[src/rtl/sync_fifo_ctl.sv]
// Single-clock FIFO controller with arbitrary depth, registered or first-word-fall-through read,
// programmable almost-full/almost-empty thresholds, synchronous flush and sticky error flags.
module sync_fifo_ctl #(
    parameter int unsigned DATA_WIDTH = 8,
    parameter int unsigned DEPTH      = 16,
    parameter int unsigned FWFT       = 0,
    parameter int unsigned AF_THRESH  = DEPTH - 2,
    parameter int unsigned AE_THRESH  = 2,
    localparam int unsigned CW        = $clog2(DEPTH + 1)
) (
    input  logic                  clk,
    input  logic                  rst_n,
    input  logic                  flush_i,
    input  logic                  wr_en_i,
    input  logic [DATA_WIDTH-1:0] wr_data_i,
    input  logic                  rd_en_i,
    output logic [DATA_WIDTH-1:0] rd_data_o,
    output logic                  rd_valid_o,
    output logic                  full_o,
    output logic                  empty_o,
    output logic                  almost_full_o,
    output logic                  almost_empty_o,
    output logic [CW-1:0]         count_o,
    output logic                  overflow_o,
    output logic                  underflow_o
);

    localparam int unsigned AW = $clog2(DEPTH);
    localparam logic [CW-1:0] FullCnt = CW'(DEPTH);
    localparam logic [CW-1:0] AfCnt   = CW'(AF_THRESH);
    localparam logic [CW-1:0] AeCnt   = CW'(AE_THRESH);
    localparam logic [AW-1:0] LastPtr = AW'(DEPTH - 1);

    if (DATA_WIDTH < 1 || DEPTH < 2 || FWFT > 1 || AF_THRESH < 1 || AF_THRESH > DEPTH ||
        AE_THRESH > DEPTH - 1) begin : g_param_check
        $fatal(1, "sync_fifo_ctl: parameter out of range");
    end

    logic [DATA_WIDTH-1:0] mem_q [DEPTH];
    logic [AW-1:0]         wr_ptr_q, wr_ptr_d;
    logic [AW-1:0]         rd_ptr_q, rd_ptr_d;
    logic [CW-1:0]         count_q, count_d;
    logic                  overflow_q, overflow_d;
    logic                  underflow_q, underflow_d;
    logic                  wr_acc, rd_acc;

    // Depth need not be a power of two, so wrap by explicit compare.
    function automatic logic [AW-1:0] ptr_inc(input logic [AW-1:0] p);
        return (p == LastPtr) ? '0 : p + AW'(1);
    endfunction

    assign full_o         = (count_q == FullCnt);
    assign empty_o        = (count_q == '0);
    assign almost_full_o  = (count_q >= AfCnt);
    assign almost_empty_o = (count_q <= AeCnt);
    assign count_o        = count_q;
    assign overflow_o     = overflow_q;
    assign underflow_o    = underflow_q;

    assign wr_acc = wr_en_i && !full_o && !flush_i;
    assign rd_acc = rd_en_i && !empty_o && !flush_i;

    always_comb begin
        wr_ptr_d    = wr_ptr_q;
        rd_ptr_d    = rd_ptr_q;
        count_d     = count_q;
        overflow_d  = overflow_q;
        underflow_d = underflow_q;
        if (flush_i) begin
            wr_ptr_d    = '0;
            rd_ptr_d    = '0;
            count_d     = '0;
            overflow_d  = 1'b0;
            underflow_d = 1'b0;
        end else begin
            if (wr_acc) wr_ptr_d = ptr_inc(wr_ptr_q);
            if (rd_acc) rd_ptr_d = ptr_inc(rd_ptr_q);
            unique case ({wr_acc, rd_acc})
                2'b10:   count_d = count_q + CW'(1);
                2'b01:   count_d = count_q - CW'(1);
                default: count_d = count_q;
            endcase
            if (wr_en_i && full_o)  overflow_d  = 1'b1;
            if (rd_en_i && empty_o) underflow_d = 1'b1;
        end
    end

    always_ff @(posedge clk or negedge rst_n) begin
        if (!rst_n) begin
            wr_ptr_q    <= '0;
            rd_ptr_q    <= '0;
            count_q     <= '0;
            overflow_q  <= 1'b0;
            underflow_q <= 1'b0;
        end else begin
            wr_ptr_q    <= wr_ptr_d;
            rd_ptr_q    <= rd_ptr_d;
            count_q     <= count_d;
            overflow_q  <= overflow_d;
            underflow_q <= underflow_d;
        end
    end

    // Storage is deliberately left unreset.
    always_ff @(posedge clk) begin
        if (wr_acc) mem_q[wr_ptr_q] <= wr_data_i;
    end

    if (FWFT != 0) begin : g_fwft
        assign rd_data_o  = empty_o ? '0 : mem_q[rd_ptr_q];
        assign rd_valid_o = !empty_o;
    end else begin : g_reg
        logic [DATA_WIDTH-1:0] rd_data_q, rd_data_d;
        logic                  rd_valid_q, rd_valid_d;

        // rd_data holds across flush; only the valid pulse is cleared.
        always_comb begin
            rd_data_d  = rd_data_q;
            rd_valid_d = rd_acc;
            if (rd_acc) rd_data_d = mem_q[rd_ptr_q];
        end

        always_ff @(posedge clk or negedge rst_n) begin
            if (!rst_n) begin
                rd_data_q  <= '0;
                rd_valid_q <= 1'b0;
            end else begin
                rd_data_q  <= rd_data_d;
                rd_valid_q <= rd_valid_d;
            end
        end

        assign rd_data_o  = rd_data_q;
        assign rd_valid_o = rd_valid_q;
    end

endmodule

[config.mk]
export PLATFORM = sky130hd
export DESIGN_NAME = sync_fifo_ctl
export DESIGN_NICKNAME = d
export VERILOG_FILES = /design/src/rtl/sync_fifo_ctl.sv
export SDC_FILE = /design/constraint.sdc
export NUM_CORES = 1
export LEC_CHECK = 0
export ABC_AREA = 1
export ABC_CLOCK_PERIOD_IN_PS = 4790
export BUFFER_PORTS_ARGS = -buffer_cell sky130_fd_sc_hd__clkbuf_2
export CORE_MARGIN = 5
export CORE_UTILIZATION = 40
export DETAILED_ROUTE_END_ITERATION = 8
export PLACE_DENSITY_LB_ADDON = 0.15
export SYNTH_ARGS = -nofsm -noshare
export SYNTH_HDL_FRONTEND = slang
export SYNTH_SLANG_ARGS = --single-unit
[constraint.sdc]
create_clock -name clk -period 4.79 [get_ports clk]
set_input_delay 0.958 -clock clk [delete_from_list [all_inputs] [get_ports clk]]
set_output_delay 0.958 -clock clk [all_outputs]
set_load 0.01 [all_outputs]
### Word-level counts from Yosys, hierarchy flattened

Memories as Yosys holds them, arrays and structs flattened. A register that Yosys moved wholly into a read port is not among the register bits.
Cells that the tools add are included.
W data, S select, Z words.

* register bits: 16
* memory bits (writable): 128
* output and inout port bits: 20
* logic and storage cells: 48
* memories: 1

Memories
* mem_q: words 16, width 8, read ports 1, clocked after Yosys merged registers in 1, wr ports 1, line 39 `logic [DATA_WIDTH-1:0] mem_q [DEPTH];`

* $add $sub $neg: 4
* order comparisons: 2
* eq/ne operators: 5
* muxes and demuxes: 14
* reduce and logical (&&, ||, !) cells: 16

Operator list (count)
* $mux W4: 6
* $pmux W5 S2: 1
* $add A4 B1 Y4 const B: 2
* $eq A4 B4 Y1 const B: 2
* $reduce_bool A2 Y1: 4
* $logic_and A1 B1 Y1: 6
* $mux W1: 6
* $add A5 B1 Y5 const B: 1
* $eq A5 B5 Y1 const B: 1
* $ge A5 B4 Y1 const B: 1
* $le A5 B2 Y1 const B: 1
* $logic_not A5 Y1: 1
* $mux W5: 1
* $sub A5 B1 Y5 const B: 1
* $logic_not A1 Y1: 4
* $reduce_bool A3 Y1: 1
* $eq A2 B1 Y1 const B: 1
* $eq A2 B2 Y1 const B: 1

### Depth between registers and ports, before layout

* word-level depth: 7
* mapped depth: 14

### Least setup slack after synthesis

OpenSTA, ideal clock, no wires.

* path type: input to register
* start: in flush_i
* end: mem mem_q[0][0] (enable)
* library setup time: 370 ps
* arrival: 1859 ps
* required time: 4420 ps
* slack: 2561 ps
* stages: 5
* path through: inv_1 nand3_1 inv_1 nand2_1 nor2_1

* longest elaborated chain between the ends: 4

Ends and longest elaborated chain
* from (decl): line 13 `input logic flush_i,`
* $logic_not A1 Y1: line 60 `assign wr_acc = wr_en_i && !full_o && !flush_i;`
* $logic_and A1 B1 Y1: line 60
* $mux W1: line 106 `if (wr_acc) mem_q[wr_ptr_q] <= wr_data_i;`
* $mux W1 (not written as such): line 106
* to (decl): line 39

No other way between the ends.

### Worst setup path after layout

* start: in flush_i
* end: mem mem_q[9][1] (enable)

The elaborated chain is that of the path after synthesis.

==> impl_results.md <==
* FP Rows at 46
* Post-synth top cells: edfxtp_1 (128), nor2_1 (102), o21ai_0 (77), nand2_1 (33)
* # DRC at 0
* Fmax at slightly above 0.4 GHz
* Min-delay src: rd_data_o[2]
* Clock Path Buffers at 2
* Area delta synth->final at 14.9%
* Internal at 2.77 mW
* Placement Setup Slack at ~1.9 ns
* Synth async-reset ratio at 15.8%
* Clock sink count at between 150 and 200
* Final min period at roughly 2.4 ns
* Setup_tns at 0 ns
* Final setup violating endpoints at 0
* EDFF count, synth at roughly 130
* Headroom to the max-slew limit at just over 30%
* Mean Syn Cell Area at 12.2 sq um
* WL per Instance at between 15 and 20 microns
* Crit path largest cell delay at about 0.6 ns
* Post-CTS Resized at 0
* Critical path fanouts, max at 8
* RSZ-0062 raised after global routing: false
* Net Switching at 1.28 mW
* 1st-iter DRT viols at roughly 470
* Die area at approximately 0.019 sq mm
* R2R Setup Slk at 2.53 ns
* Sw frac at between 30% and 40%
* Final hold vios at 0
* Synth top area share at around three fifths
* Worst flop-to-flop path startpoint: rd_ptr_q[0]
* Most Frequent Cell on Critical Path: inv_1
* Synth area leaders: edfxtp_1 (60%), dfrtp_1 (9.4%), o21ai_0 (6.1%), nor2_1 (6.0%), o211ai_1 (2.8%)
* Final period utilization at 51.0%
* Final wirelength at around 15 mm
* Fin nets at 565
* Ys flop type: edfxtp_1
* Core area at between 0.015 and 0.02 sq mm
* Pwr dens at 553 mW/mm^2
* TritonCTS clock tree: yes
* Global Route Usage Sum at 17.8%
* Synth area leader: edfxtp_1
* Pleak at between 2 and 3 nW
* Layout cells sized above 1 at ~15%
* Clk pwr share at a little over a third
* Yosys cell types at 29
* Largest net degree at the start of global routing at 67
* Finished Core Util at 46.4%
* Syn Nets at 540
* Crit Path Category: in -> reg
* H-tree depth at 4
* Mapped Area at roughly 0.0064 sq mm
* Comb pwr share at approximately a quarter
* CTS root buf: clkbuf_16
* Family with the most delay on the worst path: simple AND/OR/NAND/NOR gates
* Placement Cell Area at between 0.006 and 0.007 sq mm
* Part of the power in registers at 39.2%
* Crit path DAT at about 2.5 ns
* Worst min-delay path endpoint: rd_data_o[2]
* Design area at roughly 0.0073 sq mm
* Via count at roughly 4000
* CP Capture Type: register
* Die Y at 136 microns
* Post-DP HPWL at a little under 10 mm
* Grt ovf at 0
* Total CTS buffers at 17
* Worst flop-to-flop path endpoint: rd_data_o[5]
* Slew at the pin with the worst max-slew slack at approximately 1.0 ns
* Wire length of the first global-routing pass at 24.0 mm
* Slew Viols, Final at 0
* YS warnings at 0
* Startpoint type of the worst setup path: input port
* Ports at 33
* DR pass1 iterations at 5
* Buf+Inv Stages, Crit Path at 3
* Final setup margin at ~2.3 ns
* Slowest stage cell, crit path: nor2_1
* Max_cap viols at 0
* Peak supply drop at 0.335 mV
* Most frequent cell after synthesis: edfxtp_1
* Synthesized instance count at 520
* Clock-pin slew on the worst setup and hold paths at ~0.060 ns
* HP Class: reg -> reg
* Vias in the first global route at approximately 4000
* Crit path cell chain: clkbuf_2 > inv_1 > nand3_1 > inv_1 > nand2_1 > nor2_1
* Hold path depth at 1
* Vias/cell at roughly 5.3
* Status: finished, final reports clean
* Reg2reg path depth at 6
* Chip width at approximately 140 microns
* Register bit total from synthesis at 152
* Data required time of the critical path at just under 5 ns
* Port-buffer cells at 32
* Initial antenna violation count at 0
* # diodes at 0
* Initial Util at 40.4%
* Sequential area share after synthesis at 69.8%
* DRT antenna net count at 0
* Routability Congestion at around 0.82
* Max Clock Skew at roughly 0.013 ns
* Post-CTS setup buffer count at 0
* Clock Latency Late Sink at 0.43 ns
* CTS Hold Buffers Added at 0
-- cell usage in the layout (no fill, tap or decap), drive strengths merged, types with 5 or more instances in the layout --
cell | Yosys | final
a21oi | 7 | 7
bufinv | 0 | 5
o22ai | 12 | 12
clkbuf | 16 | 51
o21ai | 80 | 80
o211ai | 24 | 24
nand2 | 37 | 37
dfrtp | 24 | 24
clkinv | 0 | 5
edfxtp | 128 | 128
ha | 7 | 7
nand3 | 23 | 23
o221ai | 8 | 8
nor2 | 107 | 107
inv | 23 | 23
o21a | 8 | 8
-- worst max-delay path by stage --
stage | start | endpoint | slack, ns | depth (start not counted)
after detailed placement | flush_i | mem_q[6][5] | 1.92 | 6
after global placement | flush_i | mem_q[5][2] | 2.02 | 6
after floorplan | flush_i | mem_q[0][0] | 2.56 | 5
after global routing | flush_i | mem_q[9][1] | 2.17 | 6
after CTS | count_o[4] | empty_o | 2.35 | 4
final | flush_i | mem_q[9][1] | 2.35 | 6
-- registers in the layout (all words and copies together), names as in the netlist --
signal	cells
rd_ptr_q	4
count_o	5
wr_ptr_q	4
rd_data_o	8
mem_q	128
underflow_o	1
overflow_o	1
rd_valid_o	1
-- cell families after synthesis --
family,after synthesis,share of synthesized area [%]
compound gates,140,13.1
xor+xnor,3,0.413
fa+ha+maj,7,1.38
buf+inv,51,3.61
flops,152,69.8
simple gates,167,11.7
-- through the flow --
stage / power (mW) / instances / hold WS [ns]
after floorplan: 2.32 / 520 / 0.526
after detailed placement: 2.64 / 742 / 0.480
after CTS: 4.08 / 774 / 0.494
after global routing: 4.26 / 774 / 0.498
after global placement: 2.64 / 742 / 0.472
final: 4.04 / 774 / 0.490
-- power groups by stage --
stage                     clock (mW)  sequential (mW)  combinational [mW]
after floorplan                    0             1.63               0.690
after global placement             0             1.61                1.03
after detailed placement           0             1.61                1.03
after CTS                       1.47             1.58                1.03
after global routing            1.53             1.59                1.13
final                           1.45             1.58                1.01
-- cell type report --
cell class / count / area (sq um)
timing repair buffer: 34 / 175
clock inverter: 13 / 201
tap: 216 / 270
sequential: 152 / 4450
multi-input combinational: 317 / 1690
fill: 1470 / 8450
clock buffer: 19 / 443
inverter: 23 / 86.3
-- metal layers --
metal / part of all wire (%) / track usage (%) / vias up / wire length [microns]
met1: 45 / 24.6 / 2001 / 6910
met4: 1.8 / 5.32 / 0 / 280
met2: 47 / 27.2 / 127 / 7190
met3: 6.1 / 5.26 / 23 / 931
met5: 0 / 0 / - / 0
li1: - / - / 1936 / -
Power figures use the tool's default switching activity.
